--- src/rtl/cache_txn_id_tracker.sv ---
// ----------------------------------------------------------------------------
// cache_txn_id_tracker
//
// Transaction-ID allocator/tracker sitting between the cache request path and
// the memory response path. It consumes an external, pre-initialized free-list
// FIFO. Each request handshake pops the free-list head, hands that ID to the
// requester and records per-ID metadata. A response for a pending ID yields a
// registered completion carrying the stored metadata. The ID is returned to
// the free list when the completion is accepted.
//
// Optional feature (compile-time macro ID_TRACKER_HWM_EN):
//   adds hwm_o, the highest outstanding count seen since reset/flush.
//
// Ports
//   clk_i, rst_i           clock, asynchronous active-high reset
//   flush_i                drop every tracked transaction (free list flushes too)
//   req_valid_i/ready_o    allocation handshake; req_meta_i stored,
//                          req_id_o returned (combinational)
//   fl_empty_i, fl_id_i    free-list status / head
//   fl_pop_o               pop free-list head
//   fl_push_o, fl_id_o     return an ID to the free list
//   rsp_valid_i/ready_o    response handshake, rsp_id_i selects the entry
//   cpl_valid_o/ready_i    registered completion handshake
//   cpl_id_o, cpl_meta_o   completion payload
//   spurious_o             one-cycle pulse: response for a non-pending ID
//   outstanding_o, idle_o  allocated-but-not-freed count, count == 0
//   hwm_o                  (ID_TRACKER_HWM_EN only) outstanding high-water mark
// ----------------------------------------------------------------------------
module cache_txn_id_tracker #(
    parameter int NUM_IDS    = 8,
    parameter int ID_WIDTH   = (NUM_IDS > 1) ? $clog2(NUM_IDS) : 1,
    parameter int META_WIDTH = 16
) (
    input  logic                  clk_i,
    input  logic                  rst_i,
    input  logic                  flush_i,
    input  logic                  req_valid_i,
    output logic                  req_ready_o,
    input  logic [META_WIDTH-1:0] req_meta_i,
    output logic [ID_WIDTH-1:0]   req_id_o,
    input  logic                  fl_empty_i,
    input  logic [ID_WIDTH-1:0]   fl_id_i,
    output logic                  fl_pop_o,
    output logic                  fl_push_o,
    output logic [ID_WIDTH-1:0]   fl_id_o,
    input  logic                  rsp_valid_i,
    output logic                  rsp_ready_o,
    input  logic [ID_WIDTH-1:0]   rsp_id_i,
    output logic                  cpl_valid_o,
    input  logic                  cpl_ready_i,
    output logic [ID_WIDTH-1:0]   cpl_id_o,
    output logic [META_WIDTH-1:0] cpl_meta_o,
    output logic                  spurious_o,
    output logic [ID_WIDTH:0]     outstanding_o,
    output logic                  idle_o
`ifdef ID_TRACKER_HWM_EN
    ,
    output logic [ID_WIDTH:0]     hwm_o
`endif
);

    localparam logic [ID_WIDTH:0] MAX_CNT = (ID_WIDTH+1)'(NUM_IDS);

    logic [NUM_IDS-1:0]                 valid_q, valid_d;
    logic [NUM_IDS-1:0][META_WIDTH-1:0] meta_q;
    logic                               cpl_valid_q, cpl_valid_d;
    logic [ID_WIDTH-1:0]                cpl_id_q, cpl_id_d;
    logic [META_WIDTH-1:0]              cpl_meta_q, cpl_meta_d;
    logic                               spurious_q, spurious_d;
    logic [ID_WIDTH:0]                  cnt_q, cnt_d;

    logic alloc, rsp_hs, rsp_pend, free;

    // Allocation: zero-latency pass-through of the free-list head.
    assign req_ready_o = ~fl_empty_i & ~flush_i;
    assign req_id_o    = fl_id_i;
    assign alloc       = req_valid_i & req_ready_o;
    assign fl_pop_o    = alloc;

    // Response is accepted only when the completion register can take it.
    assign rsp_ready_o = (~cpl_valid_q | cpl_ready_i) & ~flush_i;
    assign rsp_hs      = rsp_valid_i & rsp_ready_o;
    // Uses the registered valid bit, so an ID allocated this same cycle
    // is still seen as non-pending.
    assign rsp_pend    = valid_q[rsp_id_i];

    // Free on completion acceptance; a flushed completion is dropped.
    assign free      = cpl_valid_q & cpl_ready_i & ~flush_i;
    assign fl_push_o = free;
    assign fl_id_o   = cpl_id_q;

    assign cpl_valid_o   = cpl_valid_q;
    assign cpl_id_o      = cpl_id_q;
    assign cpl_meta_o    = cpl_meta_q;
    assign spurious_o    = spurious_q;
    assign outstanding_o = cnt_q;
    assign idle_o        = (cnt_q == '0);

    always_comb begin
        valid_d = valid_q;
        if (alloc)               valid_d[fl_id_i]  = 1'b1;
        if (rsp_hs && rsp_pend)  valid_d[rsp_id_i] = 1'b0;
        if (flush_i)             valid_d           = '0;
    end

    always_comb begin
        cpl_valid_d = cpl_valid_q & ~cpl_ready_i;
        cpl_id_d    = cpl_id_q;
        cpl_meta_d  = cpl_meta_q;
        if (rsp_hs && rsp_pend) begin
            cpl_valid_d = 1'b1;
            cpl_id_d    = rsp_id_i;
            cpl_meta_d  = meta_q[rsp_id_i];
        end
        if (flush_i) cpl_valid_d = 1'b0;
    end

    assign spurious_d = rsp_hs & ~rsp_pend & ~flush_i;

    // Saturating up/down counter; simultaneous alloc+free cancel out.
    always_comb begin
        cnt_d = cnt_q;
        if (alloc && !free && cnt_q != MAX_CNT)  cnt_d = cnt_q + 1'b1;
        if (free && !alloc && cnt_q != '0)       cnt_d = cnt_q - 1'b1;
        if (flush_i)                             cnt_d = '0;
    end

    always_ff @(posedge clk_i or posedge rst_i) begin
        if (rst_i) begin
            valid_q     <= '0;
            cpl_valid_q <= 1'b0;
            cpl_id_q    <= '0;
            cpl_meta_q  <= '0;
            spurious_q  <= 1'b0;
            cnt_q       <= '0;
        end else begin
            valid_q     <= valid_d;
            cpl_valid_q <= cpl_valid_d;
            cpl_id_q    <= cpl_id_d;
            cpl_meta_q  <= cpl_meta_d;
            spurious_q  <= spurious_d;
            cnt_q       <= cnt_d;
        end
    end

    // Metadata table is deliberately not reset; valid_q qualifies it.
    always_ff @(posedge clk_i) begin
        if (alloc) meta_q[fl_id_i] <= req_meta_i;
    end

`ifdef ID_TRACKER_HWM_EN
    logic [ID_WIDTH:0] hwm_q, hwm_d;

    // Tracks the registered count, so it trails outstanding_o by one cycle.
    always_comb begin
        hwm_d = (cnt_q > hwm_q) ? cnt_q : hwm_q;
        if (flush_i) hwm_d = '0;
    end

    always_ff @(posedge clk_i or posedge rst_i) begin
        if (rst_i) hwm_q <= '0;
        else       hwm_q <= hwm_d;
    end

    assign hwm_o = hwm_q;
`else
    // No high-water tracking in this build.
`endif

`ifndef SYNTHESIS
    // Allocating an ID that is still pending means the free list is corrupt.
    always @(posedge clk_i) begin
        if (!rst_i && alloc)
            assert (!valid_q[fl_id_i])
            else $error("cache_txn_id_tracker: allocating pending ID %0d", fl_id_i);
    end
`endif

endmodule

--- config.mk ---
export PLATFORM = sky130hd
export DESIGN_NAME = cache_txn_id_tracker
export DESIGN_NICKNAME = d
export VERILOG_FILES = /design/src/rtl/cache_txn_id_tracker.sv
export SDC_FILE = /design/constraint.sdc
export NUM_CORES = 1
export LEC_CHECK = 0
export ABC_AREA = 1
export ABC_CLOCK_PERIOD_IN_PS = 2400
export CAP_MARGIN = 20
export CELL_PAD_IN_SITES_DETAIL_PLACEMENT = 1
export CELL_PAD_IN_SITES_GLOBAL_PLACEMENT = 2
export CORE_UTILIZATION = 36
export DETAILED_ROUTE_END_ITERATION = 10
export PLACE_DENSITY = 0.81
export SYNTH_ARGS = -nofsm -noshare
export SYNTH_HDL_FRONTEND = slang
export SYNTH_SLANG_ARGS = --single-unit
--- constraint.sdc ---
create_clock -name clk_i -period 2.4 [get_ports clk_i]
set_clock_uncertainty 0.15 [all_clocks]
set_input_delay 0.36 -clock clk_i [delete_from_list [all_inputs] [get_ports clk_i]]
set_output_delay 0.36 -clock clk_i [all_outputs]
set_load 0.005 [all_outputs]
==> Word-level counts from Yosys, hierarchy flattened <==
Index checks and enable logic that the tools add are counted.
{ "totals": {"reg_bits": 161, "in_bits": 29, "elab_cells": 70} }
{ "classes": {"addsub": 2, "n_lt_le_gt_ge": 4, "eq_ne": 1, "n_mux": 19, "n_bitwise": 18, "n_reduce_logical": 12} }
{ "op_table": {"columns": ["operator", "n"], "rows": [
  ["128-bit bitwise mux", 1],
  ["16-bit binary-select mux with 3-bit select", 1],
  ["16-bit demux with 3-bit select", 1],
  ["16-bit 2-to-1 mux", 2],
  ["8-bit 2-to-1 mux", 3],
  ["4-bit 2-to-1 mux", 3],
  ["1-bit AND", 9],
  ["8-bit AND", 1],
  ["3-bit by 4-bit < comparator with 1-bit output (second input constant)", 2],
  ["8-bit NOT", 1],
  ["8-bit OR", 1],
  ["1-bit logical AND", 7],
  ["1-bit demux with 3-bit select", 2],
  ["3-bit by 1-bit >= comparator with 1-bit output (second input constant)", 2],
  ["1-bit 2-to-1 mux", 5],
  ["1-bit NOT", 5],
  ["4-bit by 1-bit adder with 4-bit output (second input constant)", 1],
  ["4-bit logical NOT", 1],
  ["4-bit != test (second input constant)", 1],
  ["4-bit nonzero test", 1],
  ["4-bit by 1-bit subtractor with 4-bit output (second input constant)", 1],
  ["1-bit binary-select mux with 3-bit select", 1],
  ["3-bit nonzero test", 1],
  ["1-bit logical NOT", 2],
  ["1-bit OR", 1]
]} }

==> Logic depth before layout (Yosys ltp) <==
Gate-level depths: netlist of the first run.
{ "logic_depth": {"ltp_word": 9, "mapped_depth": 12} }

==> Worst setup path before layout of the first run <==
No wires, ideal clock.
{ "synth_timing": {"path_kind": "in2reg", "from": "input port fl_empty_i", "to": "register meta_q[0] (netlist name) (enable)", "setup_time_ns": 0.390, "t_arrival_ns": 1.528, "required_ns": 1.860, "slack_ns": 0.332, "cell_stages": 5, "path_buffers": 0, "cell_sequence": "nor2_1 nand2_1 nor2_1 inv_1 nor2_1"} }
{ "synth_via": {"elab_chain_len": 3} }
{ "synth_rtl": {"columns": ["element", "line_no", "text"], "rows": [
  ["start, declared", "41", "input logic fl_empty_i,"],
  ["1-bit NOT", "75", "assign req_ready_o = ~fl_empty_i & ~flush_i;"],
  ["1-bit AND", "75", null],
  ["1-bit AND", "77", "assign alloc = req_valid_i & req_ready_o;"],
  ["end signal, assigned by index", "148", "if (alloc) meta_q[fl_id_i] <= req_meta_i;"],
  ["end, declared", "65", "logic [NUM_IDS-1:0][META_WIDTH-1:0] meta_q;"]
]} }
Every way passes these cells.
A chain may end at the register's enable or synchronous reset.

==> Worst setup path in the final report of the first run <==
{ "layout_timing": {"from": "input port flush_i", "to": "output port fl_pop_o"} }
{ "layout_via": {"elab_chain_len": 3} }
{ "layout_rtl": {"columns": ["element", "line_no", "text"], "rows": [
  ["start, declared", "36", "input logic flush_i,"],
  ["1-bit NOT", "75", null],
  ["1-bit AND", "75", null],
  ["1-bit AND", "77", null],
  ["end, declared", "43", "output logic fl_pop_o,"]
]} }
Every way passes these cells.

==> flow_metrics.tcl, run 1 <==
set metrics [dict create \
    outcome "finished, final reports clean" \
    maxCapViolations 0 \
    ctsHoldBuffers 0 \
    area_growth_pct 25.4 \
    fp.dieW_um 138 \
    post_drt_via_cell_ratio 5.03 \
    min_period_ns 2.28 \
    reg2reg_from "outstanding_o[0]" \
    cts_max_level 4 \
    yosys.area.top_type "edfxtp_1" \
    dp_hpwl_mm 10.5 \
    antenna_left 0 \
    cts_tree "done" \
    ys.flop_type "edfxtp_1" \
    grt.overflow.total 0 \
    grt_pass1_vias 4730 \
    cts_root_buffer "clkbuf_16" \
    via_count 4409 \
    syn_inst 555 \
    num_rows 49 \
    syn_area_um2 6650 \
    cp.arrival_ns 1.77 \
    relSlewSlack_pct 64.4 \
    startpoint_type "input port" \
    drc 0 \
    die_y_um 138 \
    yosysWarnings 0 \
    critPathCaptureType "output pin" \
    track_usage_pct 19.3 \
    grt_pass1_wl_mm 26.2 \
    r2r_end "outstanding_o[3]" \
    finalCritPeriodShare_pct 95.2 \
    timing.setup.tns_ns 0 \
    setup_violations 0 \
    routedWlPerCell_um 19.2 \
    synthTopCellsByCount "edfxtp_1, nand2_1, nor2_1, inv_1, o21ai_0" \
    core-area_um2 18000 \
    fmax_mhz 438 \
    start_util_pct 36.9 \
    synth-edff-count 128 \
    clk_latency_ns 0.42 \
    yosysSeqAreaShare_pct 70.2 \
    netlist.area_leader.share_pct 57.8 \
    ctsLongestPathBuffers 2 \
    leakagePower_uw 0.00313 \
    rsz0062_at_grt "false" \
    cp.required_ns 1.89 \
    r2r_slack_ns 0.39 \
    firstDrtPassIters 6 \
    peakVddDrop_v 0.000571 \
    nets 667 \
    finalHoldViolCount 0 \
    clk_pin_slew_ns 0.07 \
    antenna_cells 0 \
    io_pins 65 \
    gp_congestion 0.784 \
    ys_types 28 \
    power.total_uw 6660 \
    routed_wl_mm 16.9 \
    synth_area_per_cell_um2 12.0 \
    powerDensity_nw_per_um2 798 \
    antenna_found_initial 0 \
    synth_nets 587 \
    dpl_cell_area_um2 7720 \
    portBuffers 64 \
    ys_seq_elements 161 \
    yosysMostFrequentCell "edfxtp_1" \
    fp.dieArea_um2 19000 \
    crit_type "input port to output pin" \
    synth_area_leaders "edfxtp_1, dfrtp_1, nand2_1, nor2_1, o211ai_1" \
    first_iter_violations 358 \
    worst_slew_pin_slew_ns 0.534 \
    numCtsBuffers 17 \
    worst-path-max-fanout 4 \
    drv_slew 0 \
    synthArstFlopShare_pct 20.5 \
    grt_max_degree 49 \
    drive_above_1_share_pct 16.4 \
    reg2reg_depth 12 \
    min_path_type "input port to asynchronous set/reset pin" \
    clock_sinks 161 \
    design_area_um2 8340 \
]
## how the worst max path moves through the flow
stage | start | endpoint | slack (ns) | depth (start not counted)
after CTS | outstanding_o[1] | idle_o | 0.10 | 4
after detailed placement | flush_i | outstanding_o[3] | 0.03 | 13
after global placement | cpl_ready_i | outstanding_o[3] | 0.11 | 12
after floorplan | fl_empty_i | meta_q[0] | 0.33 | 5
after global routing | flush_i | fl_pop_o | 0.02 | 6
final | flush_i | fl_pop_o | 0.12 | 6
## per-layer routing
metal	track usage (%)	wire length, um	up-vias
met5	0	0	-
met4	6.94	82	0
met3	4.35	798	2
met2	31.8	8560	122
met1	24.8	7420	2192
li1	-	-	2093
## worst max-delay path, stage by stage
cell	delay [ns]
clkdlybuf4s50_1	0.45
nor2_1	0.16
nand2_1	0.09
buf_4	0.16
inv_1	0.06
clkdlybuf4s50_1	0.49
## final cells by class
cell class,count,area (um^2)
Inverter,44,166
Tap cell,229,287
Clock inverter,15,186
Clock buffer,17,425
Multi-Input combinational cell,321,1670
Timing Repair Buffer,90,931
Sequential cell,161,4670
Fill cell,1899,9690
## timing repair
item,in CTS,in global routing
gates resized for setup,0,1
setup endpoints to repair,0,1
endpoints found under the hold margin,0,0
buffers inserted,0,0
## metrics by stage
step	cells	utilization [%]	hold slack [ns]	setup WS, ns
final	877	46.3	0.134	0.116
after detailed placement	845	42.9	0.319	0.0294
after CTS	877	46.3	0.114	0.100
after floorplan	555	-	0.309	0.332
after global routing	877	46.3	0.132	0.0244
after global placement	845	42.9	0.314	0.107
## sequential cells by signal, indices dropped and copies added (netlist names)
signal,count
meta_q,128
cpl_meta_o,16
valid_q,8
outstanding_o,4
cpl_id_o,3
cpl_valid_o,1
spurious_o,1
## logic make-up after synthesis
family | after synthesis | synth area share (%)
xor+xnor | 1 | 0.132
fa+ha+maj | 3 | 0.677
buf+inv | 73 | 4.67
compound gates | 92 | 8.73
simple gates | 225 | 15.6
flops | 161 | 70.2
## cells in the final DEF (no fill, tap or decap), drive strengths merged, types with 13 or more instances in the layout
cell and instances:
clkdlybuf4s50 63, o21ai 42, nand3 13, o21a 16, nand4 21, nand2 87, or2 32, inv 53
o211ai 32, clkbuf 17, edfxtp 128, buf 27, nor2 71, dfrtp 33
## power by group
| part | switching (uW) | internal [uW] |
|---|---|---|
| sequential | 65.3 | 3130 |
| clock | 1210 | 1590 |
| combinational | 314 | 346 |
Note: power is estimated with default switching activity, not from simulation.
==> run 2: changes to the inputs <==
Settings changed: SETUP_SLACK_MARGIN from default to 0.5.
==> flow_metrics.tcl, run 2 (synthesis gave the netlist of run 1 again) <==
set metrics [dict create \
    post_drt_via_cell_ratio 5.06 \
    powerDensity_nw_per_um2 773 \
    layout_commonest_cell "edfxtp_1" \
    fillers 1884 \
    first_iter_violations 366 \
    antenna_left 0 \
    numCtsBuffers 17 \
    outcome "finished, final reports clean" \
    setup_violations 0 \
    cp.required_ns 1.89 \
    mostFrequentLayoutCells "edfxtp_1, nand2_1, nor2_1" \
    grt_pass1_vias 4788 \
    portBuffers 64 \
    min_path_type "input port to asynchronous set/reset pin" \
    fmax_mhz 511 \
    hold_slack_ns 0.131 \
    grt.overflow.total 0 \
    seq_area_um2 4670 \
    maxCapViolations 0 \
    antenna_cells 0 \
    largest_register "meta_q" \
    routedWlPerCell_um 19.4 \
    nets 686 \
    rsz0062_at_grt "true" \
    critPathCaptureType "output pin" \
    fp.dieW_um 138 \
    dp_hpwl_mm 10.5 \
    cts_root_buffer "clkbuf_16" \
    largest_reg_flops 128 \
    drv_slew 0 \
    multiInputGateArea_um2 1790 \
    num_rows 49 \
    cts_tree "done" \
    via_count 4536 \
    relSlewSlack_pct 64.4 \
    min_period_ns 1.96 \
    area_growth_pct 30.0 \
    start_util_pct 36.9 \
    grt_max_degree 49 \
    clk_latency_ns 0.43 \
    antenna_found_initial 0 \
    ctsHoldBuffers 0 \
    gp_congestion 0.784 \
    worst_slew_pin_slew_ns 0.534 \
    finalCritPeriodShare_pct 81.5 \
    startpoint_type "input port" \
    drc 0 \
    ctsLongestPathBuffers 2 \
    cp.arrival_ns 1.45 \
    cts_max_level 4 \
    grt_pass1_wl_mm 26.5 \
    clk_pin_slew_ns 0.06 \
    worst-path-max-fanout 4 \
    clock_sinks 161 \
    firstDrtPassIters 4 \
    peakVddDrop_v 0.000575 \
    r2r_slack_ns 0.49 \
    die_y_um 138 \
    timing.setup.tns_ns 0 \
    drive_above_1_share_pct 22.9 \
    core-area_um2 18000 \
    finalHoldViolCount 0 \
    fp.dieArea_um2 19000 \
    leakagePower_uw 0.00332 \
    track_usage_pct 19.5 \
    crit_type "input port to output pin" \
    routed_wl_mm 17.3 \
    io_pins 65 \
]
run 2: per-stage QoR:
| stage | power (uW) | cells | utilization (%) | cell area (um^2) | setup slack (ns) |
|---|---|---|---|---|---|
| finish | 6680 | 896 | 48.0 | 8650 | 0.444 |
| floorplan | 3530 | 555 | - | 6650 | 0.332 |
| detailed placement | 3930 | 845 | 42.9 | 7720 | 0.0294 |
| global placement | 3910 | 845 | 42.9 | 7720 | 0.107 |
| global route | 6920 | 896 | 48.0 | 8650 | 0.368 |
| CTS | 6740 | 887 | 47.0 | 8470 | 0.453 |
run 2: where the power goes:
| group | internal (uW) | total [uW] | switching (uW) | leakage, uW |
|---|---|---|---|---|
| Combinational | 350 | 678 | 328 | 0.00144 |
| Sequential | 3130 | 3200 | 64.3 | 0.00159 |
| Clock | 1580 | 2810 | 1220 | 0.000295 |
run 2: final timing paths:
check                               from               end  cells after the start
setup / recovery              fl_empty_i          fl_pop_o                      6
setup reg to reg             cpl_valid_o  outstanding_o[3]                     14
min in group clk_i           rsp_id_i[0]        valid_q[1]                      4
hold / removal                     rst_i     cpl_meta_o[3]                      2
max in group asynchronous          rst_i  outstanding_o[1]                      3
hold reg to reg            cpl_meta_o[6]     cpl_meta_o[6]                      2
run 2: worst max-delay path, stage by stage:
cell             delay [ns]
clkdlybuf4s50_1        0.43
nor2_2                 0.14
nand2_2                0.10
buf_4                  0.16
inv_1                  0.06
clkdlybuf4s15_1        0.20
run 2: repair_timing:
action,4_1_cts,5_1_grt
pin swaps,10,10
gates cloned,0,0
gates resized for setup,31,29
buffers inserted,10,9
setup endpoints to repair,13,79
run 2: layout make-up:
cell class	instances	share of cell area, %
sequential	161	54.0
multi-input combinational	321	20.7
timing repair buffer	109	13.0
clock buffer	17	4.92
tap	229	3.31
clock inverter	15	2.16
inverter	44	1.97
run 2: routing by layer:
layer  global-route usage, %  vias to the layer above  share of wire, %
met5                       0                        -                 0
met4                    6.94                        0               1.3
met3                    4.35                       14               4.4
met2                    32.4                      113                50
met1                    25.0                     2279                44
li1                        -                     2130                 -
==> run 3: changes to the inputs <==
Settings changed: ABC_CLOCK_PERIOD_IN_PS 2400 to 1800.
Clock period 2.4 ns to 1.8 ns, I/O delays scaled along.
==> flow_metrics.tcl, run 3 (synthesis gave the netlist of run 1 again) <==
set metrics [dict create \
    start_util_pct 36.9 \
    worst-path-max-fanout 3 \
    comb_power_share_pct 14.6 \
    p_sw_share_pct 24.3 \
    finalCritPeriodShare_pct 106 \
    antenna_found_initial 0 \
    routedWlPerCell_um 21.8 \
    drc 0 \
    path_cells "nor2_4 > nand3_2 > buf_6 > nand3_4 > inv_4 > ha_4 > nand2_4 > nor2_4 > nor2_2 > inv_1 > nand3_1 > nand3_1 > nand2_1" \
    firstDrtPassIters 4 \
    die_y_um 138 \
    first_iter_violations 321 \
    track_usage_pct 22.6 \
    fp.dieArea_um2 19000 \
    relSlewSlack_pct 75.6 \
    dp.cells 859 \
    num_rows 49 \
    cts_max_level 4 \
    final.setup.worst_slack_ns -0.105 \
    routed_wl_mm 21.5 \
    gp_congestion 0.762 \
    fmax_mhz 525 \
    antenna_cells 0 \
    peakVddDrop_v 0.000648 \
    outcome "finished, violations left" \
    rsz0062_at_grt "true" \
    drive_above_1_share_pct 45.8 \
    p_sw_uw 2230 \
    clk_pin_slew_ns 0.07 \
    worst_slew_pin_slew_ns 0.365 \
    timing.setup.tns_ns -0.202 \
    crit_slowest_cell "dfrtp_2" \
    p_int_uw 6960 \
    antenna_left 0 \
    leakagePower_uw 0.00403 \
    cp.arrival_ns 2.08 \
    mostFrequentLayoutCells "edfxtp_1, buf_4, buf_6" \
    power.share.clock_pct 39.1 \
    numCtsBuffers 17 \
    cpPeakStageDelay_ns 0.42 \
    nets 776 \
    critPathCaptureType "register" \
    dp_hpwl_mm 10.4 \
    post_drt_via_cell_ratio 5.10 \
    portBuffers 64 \
    largest_register "meta_q" \
    cp.required_ns 1.98 \
    ctsLongestPathBuffers 2 \
    cts_tree "done" \
    drv_slew 0 \
    r2r_slack_ns -0.10 \
    finalHoldViolCount 0 \
    largest_reg_flops 128 \
    min_path_type "input port to asynchronous set/reset pin" \
    via_count 5032 \
    core-area_um2 18000 \
    grt_pass1_vias 5221 \
    clk_latency_ns 0.44 \
    layout_commonest_cell "edfxtp_1" \
    violations "setup timing" \
    area_growth_pct 52.2 \
    finalNonFillerCells 986 \
    min_period_ns 1.90 \
    powerDensity_nw_per_um2 908 \
    fp.dieW_um 138 \
    crit_type "register to register" \
    grt_pass1_wl_mm 30.2 \
    grt.overflow.total 0 \
    cts_root_buffer "clkbuf_16" \
    setup_violations 4 \
    startpoint_type "register" \
    maxCapViolations 0 \
    clock_sinks 161 \
    hold_slack_ns 0.0398 \
    io_pins 65 \
    pwr-share-seq_pct 46.3 \
    grt_max_degree 52 \
]
run 3: cell types whose count changed in the layout (fill, tap and decap cells not counted), sizes merged:
cell           before  now
buf                46  168
clkbuf             19   22
dlygate4sd2         9    7
clkinvlp            2    6
inv                54   45
clkdlybuf4s50      47   19
clkinv              1    4
dlymetal6s2s        3    0
run 3: path summary, 6_finish.rpt:
kind | start | end | cells after the start
min in group clk_i | rsp_id_i[0] | valid_q[3] | 4
worst min-delay path | rst_i | valid_q[4] | 3
worst max register to register | outstanding_o[1] | outstanding_o[3] | 13
worst min register to register | cpl_meta_o[14] | cpl_meta_o[14] | 2
max in group asynchronous | rst_i | outstanding_o[1] | 3
worst max-delay path | outstanding_o[1] | outstanding_o[3] | 13
run 3: critical path, delay by kind of cell (launching register included):
family	cells	cell delay, ns
adders and majority gates	1	0.28
buffers and inverters	3	0.25
DFF	1	0.42
and+or+nand+nor	9	0.70
run 3: through the flow:
step | area, um^2 | util, % | total power (uW) | worst slack, ns
6_report | 10100 | 56.2 | 9190 | -0.105
5_1_grt | 10100 | 56.2 | 9490 | -0.221
4_1_cts | 9450 | 52.4 | 8930 | -0.0828
3_5_place_dp | 8020 | 44.5 | 5270 | -0.377
3_3_place_gp | 8020 | 44.5 | 5240 | -0.322
2_1_floorplan | 6820 | - | 4720 | 0.0211
run 3: cell type report:
| class | count | area, um^2 |
|---|---|---|
| repair inverters | 1 | 16.3 |
| clock buffers | 20 | 447 |
| inverters | 44 | 201 |
| flip-flops and latches | 161 | 4670 |
| fillers | 1783 | 7900 |
| multi-input cells | 321 | 2200 |
| repair buffers | 198 | 2170 |
| well taps | 229 | 287 |
| clock inverters | 12 | 135 |
run 3: what timing repair did:
item                       CTS  global route
hold buffers                 0             0
cloned                      10             1
pin swaps                   30            37
resized for setup          244            96
setup buffers               49            35
setup endpoints to repair  197           193
run 3: routing by layer:
layer	wire, um	global-route usage (%)
met1	8410	27.6
met2	11500	40.3
met3	1120	3.47
met4	473	8.51
met5	0	0
run 3: power groups by stage:
stage / Sequential (uW) / Clock [uW] / Combinational [uW]
4_1_cts: 4270 / 3600 / 1070
3_3_place_gp: 4330 / 0 / 903
3_5_place_dp: 4340 / 0 / 929
6_report: 4260 / 3600 / 1340
2_1_floorplan: 4340 / 0 / 374
5_1_grt: 4270 / 3770 / 1450
